==> config.mk <==
export PLATFORM = sky130hd
export DESIGN_NAME = keypad_scanner
export DESIGN_NICKNAME = d
export VERILOG_FILES = /design/src/rtl/keypad_pkg.sv /design/src/rtl/keypad_col_scan.sv /design/src/rtl/keypad_scanner.sv
export SDC_FILE = /design/constraint.sdc
export NUM_CORES = 1
export LEC_CHECK = 0
export CELL_PAD_IN_SITES_DETAIL_PLACEMENT = 1
export CELL_PAD_IN_SITES_GLOBAL_PLACEMENT = 2
export CORE_MARGIN = 8
export CORE_UTILIZATION = 36
export CTS_CLUSTER_DIAMETER = 40
export DETAILED_ROUTE_END_ITERATION = 8
export PLACE_DENSITY_LB_ADDON = 0.1
export SKIP_CTS_REPAIR_TIMING = 1
export SLEW_MARGIN = 20
export SYNTH_ARGS = -nofsm -noshare
export SYNTH_HDL_FRONTEND = slang
export SYNTH_SLANG_ARGS = --single-unit
==> constraint.sdc <==
create_clock -name CLK -period 4 [get_ports CLK]
set_clock_uncertainty 0.2 [all_clocks]
set_input_delay 0.8 -clock CLK [delete_from_list [all_inputs] [get_ports CLK]]
set_output_delay 0.8 -clock CLK [all_outputs]
set_load 0.05 [all_outputs]
==> src/rtl/keypad_pkg.sv <==
// keypad_pkg: shared encodings and key map for the 4x4 hex keypad scanner.
package keypad_pkg;
    typedef enum logic [1:0] {IDLE, DEB_PRESS, PRESSED, DEB_RELEASE} state_e;
    typedef enum logic [1:0] {KIND_NONE, KIND_ONE, KIND_MULTI} kind_e;
    localparam logic [3:0] COL_RST = 4'b1110;
    // Nibble at index {row, col}: rows 1 2 3 A / 4 5 6 B / 7 8 9 C / 0 F E D
    localparam logic [63:0] KEY_MAP = 64'hDEF0_C987_B654_A321;
    function automatic logic [3:0] key_map(input logic [1:0] r, input logic [1:0] c);
        return KEY_MAP[{r, c, 2'b00} +: 4];
    endfunction
endpackage

==> src/rtl/keypad_col_scan.sv <==
// keypad_col_scan: row synchronizer, column dwell/rotation and per-frame key classification.
module keypad_col_scan import keypad_pkg::*; #(
    parameter int SCAN_COUNT = 100000
) (
    input  logic       clk,
    input  logic       rst_n,
    input  logic [3:0] row,
    output logic [3:0] col,
    output logic       frame_done,
    output logic [1:0] frame_kind,
    output logic [3:0] frame_code
);
    localparam int CW = $clog2(SCAN_COUNT);
    logic [3:0] sync1_q, sync2_q, col_q, col_d, acc_code_q, acc_code_d, low, base_code;
    logic [CW-1:0] cnt_q, cnt_d;
    logic [1:0] acc_n_q, acc_n_d, base_n, row_idx, col_idx;
    logic [2:0] zeros, total;
    logic last;
    always_ff @(posedge clk or negedge rst_n) begin
        if (!rst_n) begin
            sync1_q    <= 4'hf;
            sync2_q    <= 4'hf;
            cnt_q      <= '0;
            col_q      <= COL_RST;
            acc_n_q    <= '0;
            acc_code_q <= '0;
        end else begin
            sync1_q    <= row;
            sync2_q    <= sync1_q;
            cnt_q      <= cnt_d;
            col_q      <= col_d;
            acc_n_q    <= acc_n_d;
            acc_code_q <= acc_code_d;
        end
    end
    // Low-bit count saturates at 2: only none / one / many matters for a frame
    always_comb begin
        last       = cnt_q == CW'(SCAN_COUNT - 1);
        cnt_d      = last ? '0 : cnt_q + 1'b1;
        col_d      = last ? {col_q[2:0], col_q[3]} : col_q;
        low        = ~sync2_q;
        zeros      = 3'(low[0]) + 3'(low[1]) + 3'(low[2]) + 3'(low[3]);
        row_idx    = low[0] ? 2'd0 : low[1] ? 2'd1 : low[2] ? 2'd2 : 2'd3;
        col_idx    = !col_q[0] ? 2'd0 : !col_q[1] ? 2'd1 : !col_q[2] ? 2'd2 : 2'd3;
        base_n     = col_q == COL_RST ? 2'd0 : acc_n_q;
        base_code  = col_q == COL_RST ? 4'd0 : acc_code_q;
        total      = {1'b0, base_n} + zeros;
        acc_n_d    = !last ? acc_n_q : total > 3'd1 ? 2'd2 : total[1:0];
        acc_code_d = !last ? acc_code_q :
                     (base_n == 2'd0 && zeros == 3'd1) ? key_map(row_idx, col_idx) : base_code;
        frame_done = last && col_q == 4'b0111;
        frame_kind = acc_n_d == 2'd0 ? KIND_NONE : acc_n_d == 2'd1 ? KIND_ONE : KIND_MULTI;
        frame_code = acc_code_d;
    end
    assign col = col_q;
endmodule

==> src/rtl/keypad_scanner.sv <==
// keypad_scanner: scans a 4x4 hex keypad and reports debounced key presses.
module keypad_scanner import keypad_pkg::*; #(
    parameter int SCAN_COUNT     = 100000,
    parameter int DEBOUNCE_SCANS = 4
) (
    input  logic       CLK,
    input  logic       RST_N,
    input  logic [3:0] ROW,
    output logic [3:0] COL,
    output logic [3:0] KEY_CODE,
    output logic       KEY_VALID,
    output logic       KEY_DOWN
);
    localparam int DW = $clog2(DEBOUNCE_SCANS + 1);
    state_e state_q, state_d;
    logic [DW-1:0] cnt_q, cnt_d;
    logic [3:0] cand_q, cand_d, key_code_q, key_code_d, frame_code;
    logic [1:0] frame_kind;
    logic key_valid_q, key_valid_d, key_down_q, key_down_d;
    logic frame_done, one, none, same, final_cnt, press_ok, release_ok;
    keypad_col_scan #(.SCAN_COUNT(SCAN_COUNT)) u_scan (
        .clk        (CLK),
        .rst_n      (RST_N),
        .row        (ROW),
        .col        (COL),
        .frame_done (frame_done),
        .frame_kind (frame_kind),
        .frame_code (frame_code)
    );
    always_ff @(posedge CLK or negedge RST_N) begin
        if (!RST_N) begin
            state_q     <= IDLE;
            cnt_q       <= '0;
            cand_q      <= '0;
            key_code_q  <= '0;
            key_valid_q <= 1'b0;
            key_down_q  <= 1'b0;
        end else begin
            state_q     <= state_d;
            cnt_q       <= cnt_d;
            cand_q      <= cand_d;
            key_code_q  <= key_code_d;
            key_valid_q <= key_valid_d;
            key_down_q  <= key_down_d;
        end
    end
    always_comb begin
        one       = frame_kind == KIND_ONE;
        none      = frame_kind == KIND_NONE;
        same      = one && frame_code == cand_q;
        final_cnt = cnt_q == DW'(DEBOUNCE_SCANS - 1);
        state_d   = state_q;
        cnt_d     = cnt_q;
        cand_d    = cand_q;
        if (frame_done) begin
            case (state_q)
                IDLE: if (one) begin
                    state_d = DEB_PRESS;
                    cand_d  = frame_code;
                    cnt_d   = DW'(1);
                end
                DEB_PRESS: if (same) begin
                    state_d = final_cnt ? PRESSED : DEB_PRESS;
                    cnt_d   = final_cnt ? '0 : cnt_q + 1'b1;
                end else if (one) begin
                    cand_d = frame_code;
                    cnt_d  = DW'(1);
                end else begin
                    state_d = IDLE;
                    cnt_d   = '0;
                end
                PRESSED: if (none) begin
                    state_d = DEB_RELEASE;
                    cnt_d   = DW'(1);
                end
                DEB_RELEASE: if (none) begin
                    state_d = final_cnt ? IDLE : DEB_RELEASE;
                    cnt_d   = final_cnt ? '0 : cnt_q + 1'b1;
                end else begin
                    state_d = PRESSED;
                    cnt_d   = '0;
                end
                default: state_d = IDLE;
            endcase
        end
    end
    always_comb begin
        press_ok    = frame_done && state_q == DEB_PRESS && same && final_cnt;
        release_ok  = frame_done && state_q == DEB_RELEASE && none && final_cnt;
        key_valid_d = press_ok;
        key_code_d  = press_ok ? cand_q : key_code_q;
        key_down_d  = press_ok ? 1'b1 : release_ok ? 1'b0 : key_down_q;
    end
    assign KEY_CODE  = key_code_q;
    assign KEY_VALID = key_valid_q;
    assign KEY_DOWN  = key_down_q;
endmodule
== Word level (Yosys, flattened, before mapping) ==
Cells that the tools add are included.

* $add $sub $neg: 6
* Magnitude comparators: 1
* Equal/unequal tests: 15
* Shift-type cells: 1
* Mux-type cells: 35
* Bitwise logic cells: 1
* Reduce and logical (&&, ||, !) cells: 18

{| class="wikitable"
|+ Operators with widths
! operator !! number
|-
| $shiftx A64 B7 Y4 const A || 1
|-
| $mux W2 || 16
|-
| $mux W4 || 5
|-
| $add A17 B1 Y17 const B || 1
|-
| $eq A17 B17 Y1 const B || 1
|-
| $mux W17 || 1
|-
| $mux W3 || 5
|-
| $pmux W3 S4 || 1
|-
| $logic_and A1 B1 Y1 || 9
|-
| $logic_not A2 Y1 || 4
|-
| $pmux W2 S4 || 1
|-
| $pmux W4 S2 || 1
|-
| $add A3 B1 Y3 || 2
|-
| $eq A2 B1 Y1 const B || 3
|-
| $ne A2 B2 Y1 const B || 3
|-
| $reduce_and A3 Y1 || 2
|-
| $mux W1 || 5
|-
| $eq A2 B2 Y1 const B || 2
|-
| $eq A4 B3 Y1 const B || 1
|-
| $eq A4 B4 Y1 || 1
|-
| $eq A4 B4 Y1 const B || 1
|-
| $not A4 Y4 || 1
|-
| $reduce_and A4 Y1 || 1
|-
| $reduce_bool A2 Y1 || 2
|-
| other kinds (7) || 7
|}

* Register bits: 50
* Bits of input ports: 6
* Output and inout port bits: 10
* Word-level logic and storage cells: 89

== Logic depth before layout (Yosys ltp) ==
Gate-level depths: netlist of run 1.

* Depth in word-level cells: 16
* Depth in mapped cells: 12
* Mapped depth without buffers: 12

== Cells and area by module ==
A second synthesis of run 1 with hierarchy kept.

* Cell total of the unflattened synthesis: 234
* Area, all modules: 2593.7 um2

{| class="wikitable"
|+ Modules (own cells, without submodules)
! module !! instances !! cells an instance !! area each (um2) !! seq. area each (um2)
|-
| keypad_col_scan || 1 || 163 || 1796.7 || 889.6
|-
| keypad_scanner || 1 || 71 || 797.0 || 375.4
|}

== Least setup slack after synthesis of run 1 ==
No wires, ideal clock.

* Path type: reg-to-reg
* From: register u_scan.sync2_q[0]
* To: register key_code_q[0], in the netlist KEY_CODE[0]
* Setup time: 128 ps
* Arrival: 3368 ps
* Required time: 3672 ps
* Path slack: 305 ps
* Cell stages (with the launch flop): 13
* Buffers on the path: 0
* Period minus slack after synthesis: 3695 ps
* Path through: dfstp_2 inv_1 ha_1 fa_1 ha_1 fa_1 xor2_1 nor3b_1 nand2_1 a21o_1 a211oi_2 nand4_2 mux2_1

* Word-level cells in the longest chain between the ends: 15
* Elaborated cells on any way between the ends: 23
* Classes of those cells: add/sub (4); order compare (1); eq/ne (4); shift (1); mux (7); bitwise (1); reduce/logical (5)

{| class="wikitable"
|+ Ends and longest elaborated chain
! what !! RTL line !! source
|-
| start: declaration || keypad_col_scan.sv:14 || <nowiki>logic [3:0] sync1_q, sync2_q, col_q, col_d, acc_code_q, acc_code_d, low, base_code;</nowiki>
|-
| start signal: assignment || keypad_col_scan.sv:29 || <nowiki>sync2_q <= sync1_q;</nowiki>
|-
| $not A4 Y4 * || keypad_col_scan.sv:41 || <nowiki>low = ~sync2_q;</nowiki>
|-
| $add A1 B1 Y2 || keypad_col_scan.sv:42 || <nowiki>zeros = 3'(low[0]) + 3'(low[1]) + 3'(low[2]) + 3'(low[3]);</nowiki>
|-
| $add A3 B1 Y3 (2 in series) || keypad_col_scan.sv:42 ||
|-
| $add A2 B3 Y3 || keypad_col_scan.sv:47 || <nowiki>total = {1'b0, base_n} + zeros;</nowiki>
|-
| $gt A3 B1 Y1 || keypad_col_scan.sv:48 || <nowiki>acc_n_d = !last ? acc_n_q : total > 3'd1 ? 2'd2 : total[1:0];</nowiki>
|-
| $mux W2 (2 in series) || keypad_col_scan.sv:48 ||
|-
| $eq A2 B1 Y1 || keypad_col_scan.sv:52 || <nowiki>frame_kind = acc_n_d == 2'd0 ? KIND_NONE : acc_n_d == 2'd1 ? KIND_ONE : KIND_MULTI;</nowiki>
|-
| $mux W2 (2 in series) || keypad_col_scan.sv:52 ||
|-
| $eq A2 B1 Y1 || keypad_scanner.sv:48 || <nowiki>one = frame_kind == KIND_ONE;</nowiki>
|-
| $logic_and A1 B1 Y1 * || keypad_scanner.sv:50 || <nowiki>same = one && frame_code == cand_q;</nowiki>
|-
| $logic_and A1 B1 Y1 * (2 in series) || keypad_scanner.sv:88 || <nowiki>press_ok = frame_done && state_q == DEB_PRESS && same && final_cnt;</nowiki>
|-
| end signal: assignment || keypad_scanner.sv:42 || <nowiki>key_code_q <= key_code_d;</nowiki>
|-
| end: declaration || keypad_scanner.sv:17 || <nowiki>logic [3:0] cand_q, cand_d, key_code_q, key_code_d, frame_code;</nowiki>
|}

Every way passes the cells marked *; elsewhere a longest branch is shown, timed or not.
A chain may end at the register's enable or synchronous reset.

== Final worst setup path of run 1 ==
* From: register u_scan.sync2_q[0]
* To: register key_code_q[3], in the netlist KEY_CODE[3]

Same word-level chain as after synthesis.

==> impl_metrics.toml, run 1 <==
[sta]
tightest_slew_ns = 0.581
tcrit_tclk_final_pct = 95.4
timing_max_transition_violations_final = 0
setup_violation_total_in_the_final_timing_report = 0
timing.slew.headroom_pct = 61.3
whs_ns = 0.160
final_hold_violating_endpoints = 0
timing.fmax_ghz = 0.262
timing.final.crit_period_ns = 3.82
totalNegativeSetupSlack_ns = 0

[yosys]
yosys.area.top_type = "sky130_fd_sc_hd__dfrtp_1"
synth.area.top_cells = "sky130_fd_sc_hd__dfrtp_1 (38%), sky130_fd_sc_hd__dfstp_2 (11%), sky130_fd_sc_hd__ha_1 (4.9%)"
number_of_cells_produced_by_synthesis = 225
async_reset_ff_share_pct = 100
sequential_to_total_area_share_from_yosys_stat_pct = 49.6
synthesis.area_sq_mm = 0.00255
synthDominantCellAreaShare_pct = 38.3
synthesis.nets = 243
synth-main-ff-cell = "sky130_fd_sc_hd__dfrtp_1"
synthesis.yosys.warnings = 0
postSynthAreaPerCell_sq_um = 11.3
synth-edff-count = 0
yosys.cell_types.count = 54
postSynthRegisterBits = 50

[worst_setup_path]
cp_max_fo = 6
cp_slowest_cell = "sky130_fd_sc_hd__dfstp_2"
timing.setup.critical_path_class = "reg2reg"
cp_cell_sequence = "inv_1, ha_1, fa_1, ha_1, fa_1, xor2_1, nor3b_2, nand2_1, a21o_1, a211oi_2, nand4_2, mux2_1"
worst-endpoint-arrival_ns = 3.81
critPathCaptureType = "flop"
critPathRequiredTime_ns = 3.99
timing.critical_path.slowest_cell_delay_ns = 0.57
r2r_setup_slack_ns = 0.18
cp-start-kind = "flop"

[cells_and_area]
final_common_cell = "sky130_fd_sc_hd__dfrtp_1"
final_cell_mix = "sky130_fd_sc_hd__dfrtp_1 (39), sky130_fd_sc_hd__nand2_1 (28), sky130_fd_sc_hd__clkdlybuf4s50_1 (14), sky130_fd_sc_hd__o21ai_0 (12), sky130_fd_sc_hd__inv_1 (12)"
post_route_cells_drive_above_1_share_pct = 17.9
antennaDiodeCount = 0
design.final.nets = 268
synthesis_to_layout_area_growth_pct = 16.0

[die]
coreArea_sq_mm = 0.00683
die_area_sq_mm = 0.0100
die_y_microns = 100
number_of_top_level_pins = 16
start_util_pct = 37.3
dieWidth_microns = 100
fp-row-count = 30

[detailed_routing]
met3_wirelength_microns = 100
antenna_violating_nets_post_route = 0
drc_violation_total_after_the_first_tritonroute_iteration = 22
detail_route.vias_per_cell = 5.00
routed_wl_microns = 5170
total_routed_wire_length_on_the_met1_layer_microns = 2470
drt_pre_antenna_iters = 5
routed-via-count = 1735
routed-wl-met2_microns = 2520
route.detailed.wl_per_inst_microns = 14.9
maxUsedRoutingLayer = "met4"
drcViolationCount = 0

[place]
placement.io_buffers = 15
hpwl_dp_microns = 3790
place.gp.congestion = 0.719

[clock_tree]
clock_sinks = 50
root_buffer = "sky130_fd_sc_hd__clkbuf_8"
ctsLongestPathBuffers = 2
cts_tree = "yes"
path_clk_slew_ns = 0.09
clkLatencyLatePin_ns = 0.30
cts_made_buffers = 5
ctsHtreeMaxLevel = 2

[grt]
grt_pass1_vias = 1848
grt_first_pass_wirelength_microns = 8950
grt_remaining_overflow = 0
grt_antenna_before_repair = 0
grt_start_max_net_pins = 46
groute.usage.overall_pct = 11.1

[power]
vdd_drop_max_mv = 0.159
total_leakage_power_nw = 1.34
power_per_cell_area_mw_per_mm2 = 310

[run]
max_cap_violations = 0

[run_status]
outcome = "complete, no violations"

[worst_hold_path]
hold_path.class = "reg2reg"
where the power goes:
| group | internal (mW) | leakage, nW | switching [mW] |
|---|---|---|---|
| clock | 0.188 | 0.0554 | 0.167 |
| combinational | 0.0212 | 0.642 | 0.0269 |
| sequential | 0.513 | 0.646 | 0.00219 |
| total | 0.722 | 1.34 | 0.196 |
cells by family after synthesis:
kind of cell             share of synthesized area, %
AND/OR/NAND/NOR                                  20.1
flip-flops                                       49.6
AO/OA/AOI/OAI                                    9.32
XOR/XNOR                                         5.84
buffers and inverters                            2.85
adder cells (fa/ha/maj)                          6.48
multiplexers                                     5.84
worst max-delay path: cells and delay by family (launching register included):
family	cells	cell delay, ns
mux	1	0.37
simple gates	3	0.50
xor+xnor	1	0.20
buf+inv	1	0.06
flops	1	0.57
fa+ha+maj	4	1.42
compound gates	2	0.38
routing by layer:
metal | vias to the layer above | global-route usage, %
met2 | 10 | 18.3
met5 | - | 0
met4 | 0 | 3.84
li1 | 841 | -
met1 | 876 | 14.0
met3 | 8 | 2.35
registers in the layout, summed over array words and instances (netlist names):
signal,flops
u_scan.cnt_q,17
cand_q,4
u_scan.sync1_q,4
state_q,2
u_scan.acc_code_q,4
KEY_VALID,1
KEY_CODE,4
KEY_DOWN,1
cnt_q,3
u_scan.sync2_q,4
u_scan.col,4
u_scan.acc_n_q,2
area by class of cell:
cell class / instances / area [sq um]
clock inverters: 2 / 38.8
multi-input cells: 159 / 1220
clock buffers: 6 / 72.6
well taps: 96 / 120
fillers: 760 / 3870
repair buffers: 22 / 200
inverters: 12 / 45.0
flip-flops and latches: 50 / 1260
cell usage after synthesis, types with 4 or more instances:
master and count:
sky130_fd_sc_hd__nand3_1 7, sky130_fd_sc_hd__a21oi_1 5, sky130_fd_sc_hd__mux2_1 4, sky130_fd_sc_hd__xnor2_1 9
sky130_fd_sc_hd__mux2_2 4, sky130_fd_sc_hd__dfrtp_1 39, sky130_fd_sc_hd__ha_1 10, sky130_fd_sc_hd__inv_1 12
sky130_fd_sc_hd__and3_1 6, sky130_fd_sc_hd__or3_1 4, sky130_fd_sc_hd__o21ai_0 12, sky130_fd_sc_hd__dfstp_2 11
sky130_fd_sc_hd__nor2_1 11, sky130_fd_sc_hd__nand2_1 28, sky130_fd_sc_hd__xor2_1 8
final timing paths:
check	from	endpoint	depth (start not counted)
setup reg to reg	u_scan.sync2_q[0]	KEY_CODE[3]	12
hold / removal	u_scan.sync1_q[3]	u_scan.sync2_q[3]	0
hold reg to reg	u_scan.sync1_q[3]	u_scan.sync2_q[3]	0
max in group asynchronous	RST_N	u_scan.sync1_q[2]	2
min in group asynchronous	RST_N	u_scan.acc_n_q[1]	1
setup / recovery	u_scan.sync2_q[0]	KEY_CODE[3]	12
stage by stage:
stage,instances,worst slack [ns],power [mW],cell area [sq um],utilization (%)
finish,347,0.185,0.918,2960,43.3
global route,347,-0.00874,0.958,2960,43.3
CTS,344,0.0708,0.939,2930,42.9
detailed placement,336,0.0714,0.572,2820,41.2
global placement,336,0.164,0.572,2820,41.2
floorplan,225,0.305,0.547,2550,-
No activity file was read; power rests on OpenSTA's default activity.
==> run 2: changes to the inputs <==
--- a/config.mk
+++ b/config.mk
@@ -7,10 +7,12 @@
 export LEC_CHECK = 0
 export CELL_PAD_IN_SITES_DETAIL_PLACEMENT = 1
 export CELL_PAD_IN_SITES_GLOBAL_PLACEMENT = 2
+export CORE_ASPECT_RATIO = 0.75
 export CORE_MARGIN = 8
 export CORE_UTILIZATION = 36
 export CTS_CLUSTER_DIAMETER = 40
 export DETAILED_ROUTE_END_ITERATION = 8
+export MAX_ROUTING_LAYER = met4
 export PLACE_DENSITY_LB_ADDON = 0.1
 export SKIP_CTS_REPAIR_TIMING = 1
 export SLEW_MARGIN = 20
==> run 2 against run 1 <==
Routed wire length rose by 2.4%. Clock-buffer cell count rose by 1. Non-clock buffer count rose by 1. Worst setup slack improved by 0.012 ns.
==> impl_metrics.toml, run 2 (synthesis gave the netlist of run 1 again) <==
[cells_and_area]
final_common_cell = "sky130_fd_sc_hd__dfrtp_1"
design_area_sq_mm = 0.00300
design.final.nets = 269
largest_register_ff_count = 17
register_containing_the_most_flip_flops_in_the_final_layout = "u_scan.cnt_q"
final_cell_mix = "sky130_fd_sc_hd__dfrtp_1 (39), sky130_fd_sc_hd__nand2_1 (28), sky130_fd_sc_hd__clkdlybuf4s50_1 (14), sky130_fd_sc_hd__o21ai_0 (12), sky130_fd_sc_hd__inv_1 (12)"
synthesis_to_layout_area_growth_pct = 17.5
layout.core_utilization_pct = 43.9
antennaDiodeCount = 0
post_route_cells_drive_above_1_share_pct = 21.8
stdcell_count = 336

[clock_tree]
ctsLongestPathBuffers = 2
clock_sinks = 50
root_buffer = "sky130_fd_sc_hd__clkbuf_8"
cts_tree = "yes"
clkLatencyLatePin_ns = 0.30
path_clk_slew_ns = 0.09
cts_made_buffers = 5
ctsHtreeMaxLevel = 2

[sta]
timing.slew.headroom_pct = 61.3
timing.final.crit_period_ns = 3.80
timing.fmax_ghz = 0.263
totalNegativeSetupSlack_ns = 0
tcrit_tclk_final_pct = 95.1
timing_max_transition_violations_final = 0
final_hold_violating_endpoints = 0
setup_violation_total_in_the_final_timing_report = 0
tightest_slew_ns = 0.581

[worst_setup_path]
path_common_cell = "sky130_fd_sc_hd__fa_2"
critPathRequiredTime_ns = 3.99
cp_slowest_cell = "sky130_fd_sc_hd__dfstp_2"
worst-endpoint-arrival_ns = 3.80
critical_path.reg2reg.endpoint = "KEY_CODE[1]"
r2r_setup_slack_ns = 0.20
worst_setup_path_startpoint = "u_scan.sync2_q[0]"
cp-start-kind = "flop"
cp_cell_sequence = "inv_1, ha_4, fa_2, ha_1, fa_2, xor2_2, nor3b_2, nand2_1, a21o_1, a211oi_2, nand4_2, mux2_4"
worst_r2r_path_depth = 12
critPathCaptureType = "flop"
timing.setup.critical_path_class = "reg2reg"
worst_r2r_startpoint = "u_scan.sync2_q[0]"
cp_max_fo = 5
timing.critical_path.slowest_cell_delay_ns = 0.56

[die]
die_area_sq_mm = 0.0101
die_y_microns = 88.9
number_of_top_level_pins = 16
dieWidth_microns = 113
coreArea_sq_mm = 0.00683
fp-row-count = 26
start_util_pct = 37.3

[grt]
grt_first_pass_wirelength_microns = 9150
grt_pass1_vias = 1843
grt_antenna_before_repair = 0
grt_start_max_net_pins = 47
grt_remaining_overflow = 0
groute.usage.overall_pct = 11.8

[power]
clock_power_share_pct = 36.8
power_switching_mw = 0.199
power_frac_seq_pct = 57.2
total_power_mw = 0.900
share_comb_of_total_power_pct = 6.0
total_leakage_power_nw = 1.35
internal_power_mw = 0.700
power_per_cell_area_mw_per_mm2 = 300
switching_share_pct = 22.2
vdd_drop_max_mv = 0.138

[detailed_routing]
drc_violation_total_after_the_first_tritonroute_iteration = 45
drt_pre_antenna_iters = 4
route.detailed.wl_per_inst_microns = 15.7
routed_wl_microns = 5290
antenna_violating_nets_post_route = 0
routed-via-count = 1719
drcViolationCount = 0
detail_route.vias_per_cell = 5.12

[place]
postPlaceCellArea_sq_mm = 0.00281
place.gp.congestion = 0.761
dp_cells = 325
hpwl_dp_microns = 3770
placement.io_buffers = 15

[worst_hold_path]
timing.hold.worst_endpoint = "u_scan.sync2_q[1]"
timing.hold.worst_path_depth = 0
hold_path.class = "reg2reg"
holdCritStartpoint = "u_scan.sync1_q[1]"

[run_status]
outcome = "complete, no violations"

[run]
max_cap_violations = 0
[run 2: cell count changes in the layout (fill, tap and decap cells not counted), sizes merged]
cell / delta
buf: +1
inv: +1
clkbuf: +1
clkinv: -1
bufinv: -1
[run 2: how the worst max path moves through the flow]
stage          depth (start not counted)           to
2_1_floorplan                         12  KEY_CODE[0]
4_1_cts                               12  KEY_CODE[1]
6_report                              12  KEY_CODE[1]
3_5_place_dp                          12  KEY_CODE[1]
3_3_place_gp                          12  KEY_CODE[2]
5_1_grt                               12  KEY_CODE[1]
[run 2: critical path, delay by kind of cell, from the launching register on]
kind	cells	cell delay (ns)
AND/OR/NAND/NOR	3	0.55
multiplexers	1	0.37
flip-flops	1	0.56
XOR/XNOR	1	0.20
AO/OA/AOI/OAI	2	0.46
adder cells (fa/ha/maj)	4	1.27
buffers and inverters	1	0.08
[run 2: layer usage]
metal	up-vias	wire (microns)	GRT usage (%)
met3	5	109	2.66
li1	842	-	-
met5	-	0	-
met1	859	2650	15.3
met2	13	2480	18.3
met4	0	46	3.25
[run 2: layout make-up]
type / count / area [sq um]
inverter: 12 / 45.0
tap: 84 / 105
timing repair buffer: 23 / 208
fill: 759 / 3830
clock buffer: 7 / 97.6
multi-input combinational: 159 / 1270
clock inverter: 1 / 6.26
sequential: 50 / 1260
[run 2: stage by stage]
step	setup WS, ns	hold WS (ns)
2_1_floorplan	0.305	0.145
3_3_place_gp	0.147	0.146
3_5_place_dp	0.0288	0.149
4_1_cts	-0.00848	0.163
5_1_grt	-0.000687	0.165
6_report	0.196	0.161
[run 2: power by group through the flow]
stage / registers (mW) / logic (mW) / clock network [mW]
after floorplan: 0.524 / 0.0237 / 0
after global placement: 0.524 / 0.0465 / 0
after detailed placement: 0.524 / 0.0471 / 0
after CTS: 0.515 / 0.0474 / 0.351
after global routing: 0.515 / 0.0622 / 0.365
final: 0.515 / 0.0538 / 0.331
==> variant 1 (config.mk and constraints of run 2) <==
Encoding of `state_e`: now one-hot (4 bits for 4 states).
--- a/src/rtl/keypad_pkg.sv
+++ b/src/rtl/keypad_pkg.sv
@@ -1,6 +1,6 @@
 // keypad_pkg: shared encodings and key map for the 4x4 hex keypad scanner.
 package keypad_pkg;
-    typedef enum logic [1:0] {IDLE, DEB_PRESS, PRESSED, DEB_RELEASE} state_e;
+    typedef enum logic [3:0] {IDLE = 4'b0001, DEB_PRESS = 4'b0010, PRESSED = 4'b0100, DEB_RELEASE = 4'b1000} state_e;
     typedef enum logic [1:0] {KIND_NONE, KIND_ONE, KIND_MULTI} kind_e;
     localparam logic [3:0] COL_RST = 4'b1110;
     // Nibble at index {row, col}: rows 1 2 3 A / 4 5 6 B / 7 8 9 C / 0 F E D
Function: same outputs for any inputs over 10 cycles, from zero or initial values and one cycle with RST_N low; not proved beyond that.
==> variant 1 against run 2 <==
Count of clock-buffer cells in the layout is 1 lower; synthesized area is 5.1% higher; total power is 6.3% higher; critical endpoint is now state_q[3]; combinational power is 21% higher; routed wire length is 13% higher; cell count is 18% higher; non-clock buffer count is 15 higher; setup slack worse by 0.018 ns; final area is 10% higher; sequential cell count is 2 higher.
==> variant 1: results (changes against run 2) <==
Run status
  • Outcome: complete, no violations

Drt
  • Met1 wire length: 3.04 mm (+15%)
  • DR WL met2: 2.82 mm (+14%)
  • Initial detailed-routing violation count: 44 (-2.2%)
  • Vias/cell: 4.94 (-3.5%)
  • Wire per inst: 15.1 microns (-3.8%)
  • WL met3: 106 microns (-2.8%)

Power
  • Clock distribution power: 357 uW (+7.9%)
  • Top pwr grp: sequential cells
  • Total power: 956 uW (+6.3%)
  • Leakage: 1.53 nW (+13%)
  • Net Sw Frac: 21.5% (-0.67 points)
  • Seq group: 535 uW (+4%)
  • Worst VDD drop: 0.179 mV (+30%)

Synth
  • Syn_nets: 272 (+12%)
  • Synthesized area per cell: 10.5 sq um (-6.9%)
  • Xor and xnor area share after synthesis: 5.89% (+0.046 points)
  • Adder-cell share of the synthesized area: 6.17% (-0.31 points)
  • Compound-cell area share of the yosys netlist: 10.6% (+1.2 points)
  • Proportion of synthesized area in mux cells: 5.37% (-0.47 points)
  • Mapped cell area: 2680 sq um (+5.1%)
  • Area contributors post-synth: dfrtp_1 (37%), dfstp_2 (12%), ha_1 (4.7%)
  • Most frequent cells after synthesis: dfrtp_1 (40), nand2_1 (26), nor2_1 (24)
  • Netlist cell types: 53 (-1.9%)
  • Sequential fraction of the synthesis area: 49.1% (-0.47 points)

Place
  • Port Buffers: 15 (unchanged)
  • Worst slack, placed: -0.132 ns (-0.161 ns)
  • Placed cell area: 3090 sq um (+9.9%)
  • GP Congestion: 0.776 (+2.0%)
  • Placed insts: 386 (+19%)
  • Placed wire-length estimate: 4.59 mm (+22%)

STA
  • Slew HR: 51.2% (-10 points)

Final layout
  • Layout cells sized above 1: 23.7% (+1.9 points)
  • Final-layout fill cell count: 811 (+6.9%)
  • Clk_buf instances: 6 (-1)
  • Multi-input gate share of total cell area: 42.0% (-0.34 points)
  • Ant diodes: 0 (unchanged)
  • Nonclk inv count: 13 (+1)
  • Register area: 1320 sq um (+4.1%)
  • Layout Cells excl Fill: 396 (+18%)
  • Plain + repair buffers: 38 (+65%)
  • Multi-input combinational gate total: 184 (+16%)
  • NonClk Buf Share: 9.61% (+2.7 points)
  • Layout Nets: 312 (+16%)
  • ClkCell Share: 3.25% (-0.21 points)
  • Area grow syn2layout: 23.4%

GRT
  • Met1 Track Usage GR: 16.4% (+1.1 points)
  • Gr usage total: 12.6% (+0.76 points)
  • First-pass GRT wire length: 10.5 mm (+14%)
  • Largest net degree at the start of global routing: 32 (-32%)
  • Vias in the first global route: 2101 (+14%)
  • Met2 usage in global routing: 19.9% (+1.5 points)
  • Met3 Use GR: 2.47% (-0.19 points)
  • Initial antenna violation count: 0 (unchanged)

Clock network
  • Sink Count: 52 (+4.0%)
  • Inserted Clock Buffers: 5 (unchanged)
  • Reg clk slew, reported paths: 0.09 ns (about the same)

Worst hold path
  • Hold Crit Class: reg2reg

Critical path
  • Largest stage delay, worst path: 0.54 ns (-0.02 ns)
  • CP delay by family, top: compound AO/OA/AOI/OAI gates
==> variant 1: cell count changes after synthesis, sizes merged, moves of 2 or more <==
cell          run 2  this run
and3              6         2
xnor2             9         6
or3b              0         2
a22o              1         3
nand3             8        10
nor2             11        24
xor2              8        12
nor2b             3         6
and2              3         7
o21ai            12        15
nor3b             2         0
==> variant 1: final timing paths <==
path | slack [ns] | from | cells after the start | endpoint
setup reg to reg | 0.18 | u_scan.sync2_q[0] | 13 | state_q[3]
min in group asynchronous | 0.35 | RST_N | 1 | u_scan.col[0]
setup / recovery | 0.18 | u_scan.sync2_q[0] | 13 | state_q[3]
hold / removal | 0.16 | u_scan.sync1_q[1] | 0 | u_scan.sync2_q[1]
max in group asynchronous | 2.45 | RST_N | 2 | u_scan.sync1_q[1]
hold reg to reg | 0.16 | u_scan.sync1_q[1] | 0 | u_scan.sync2_q[1]
==> variant 2 (settings of run 2) <==
Without the edit above. Change the parameter `DEBOUNCE_SCANS` from 4 to 8.
--- a/src/rtl/keypad_scanner.sv
+++ b/src/rtl/keypad_scanner.sv
@@ -1,7 +1,7 @@
 // keypad_scanner: scans a 4x4 hex keypad and reports debounced key presses.
 module keypad_scanner import keypad_pkg::*; #(
     parameter int SCAN_COUNT     = 100000,
-    parameter int DEBOUNCE_SCANS = 4
+    parameter int DEBOUNCE_SCANS = 8
 ) (
     input  logic       CLK,
     input  logic       RST_N,
Check against the original RTL: same outputs for any inputs over 10 cycles, from zero or initial values and one cycle with RST_N low; that may be too few to reach the edited logic, so the function may still have changed.
==> variant 2 against run 2 <==
Setup slack worse by 0.0053 ns; routed wire length is 8.0% higher; sequential cell count is 1 higher; synthesized area is 4.7% higher; combinational power is 14% lower; non-clock buffer count is 1 lower; total power is 3.5% higher; clock power is 8.8% higher; final area is 3.1% higher; largest power group unchanged; first-iteration DRC count is 60% higher; cell count is 8.3% higher.
==> variant 2: results (changes against run 2) <==
Synth
  • Xor and xnor area share after synthesis: 6.24% (+0.40 points)
  • Synthesized area per cell: 11.3 sq um (-0.64%)
  • Syn_nets: 255 (+4.9%)
  • Proportion of synthesized area in mux cells: 4.74% (-1.1 points)
  • Adder-cell share of the synthesized area: 6.19% (-0.29 points)
  • Netlist cell types: 58 (+7.4%)

Power
  • Worst VDD drop: 0.156 mV (+13%)
  • Leakage: 1.38 nW (+2.1%)

Critical path
  • Crit Path Max Fanout: 6 (+1)
  • Reg2Reg Depth: 11 (-1)

Final layout
  • Plain + repair buffers: 22 (-4.3%)
  • Final-layout fill cell count: 788 (+3.8%)
  • Layout Nets: 280 (+4.1%)
  • NonClk Buf Share: 6.48% (-0.45 points)
  • Area occupied by multi-input gates: 1330 sq um (+4.6%)

Drt
  • Wire per inst: 15.7 microns (-0.27%)
  • Vias/cell: 5.04 (-1.4%)
  • Initial detailed-routing violation count: 72 (+60%)

Place
  • GP Congestion: 0.722 (-5.1%)
  • Placed cell area: 2960 sq um (+5.4%)
  • Placed insts: 355 (+9.2%)

STA
  • Period utilization: 95.2% (+0.13 points)
  • Least-Margin Pin Slew: 0.574 ns (-0.00703 ns)

Worst hold path
  • Worst Min Path Start: u_scan.sync1_q[0]

GRT
  • Largest net degree at the start of global routing: 45 (-4.3%)
  • Vias in the first global route: 1952 (+5.9%)

Run status
  • Outcome: complete, no violations
variant 2: cell types whose count changed in the layout (fill, tap and decap cells not counted), sizes merged, moves of 3 or more:
cell / change
nand2b: +3
nand2: -4
nor2: +4
inv: -3
and2: +3
nand3: +6
and3: -3
a22o: +4
variant 2: metal layers:
metal,global-route usage (%),vias up,part of all wire (%)
met5,-,-,0
met4,3.27,0,0.84
met3,3.34,5,3.2
met2,17.3,17,43
met1,17.4,921,53
li1,-,893,-
variant 2: power groups by stage:
| stage | logic, mW | clock network [mW] | registers (mW) |
|---|---|---|---|
| 6_report | 0.0465 | 0.360 | 0.525 |
| 3_3_place_gp | 0.0458 | 0 | 0.535 |
| 5_1_grt | 0.0538 | 0.401 | 0.526 |
| 4_1_cts | 0.0461 | 0.380 | 0.525 |
| 3_5_place_dp | 0.0458 | 0 | 0.535 |
| 2_1_floorplan | 0.0230 | 0 | 0.534 |
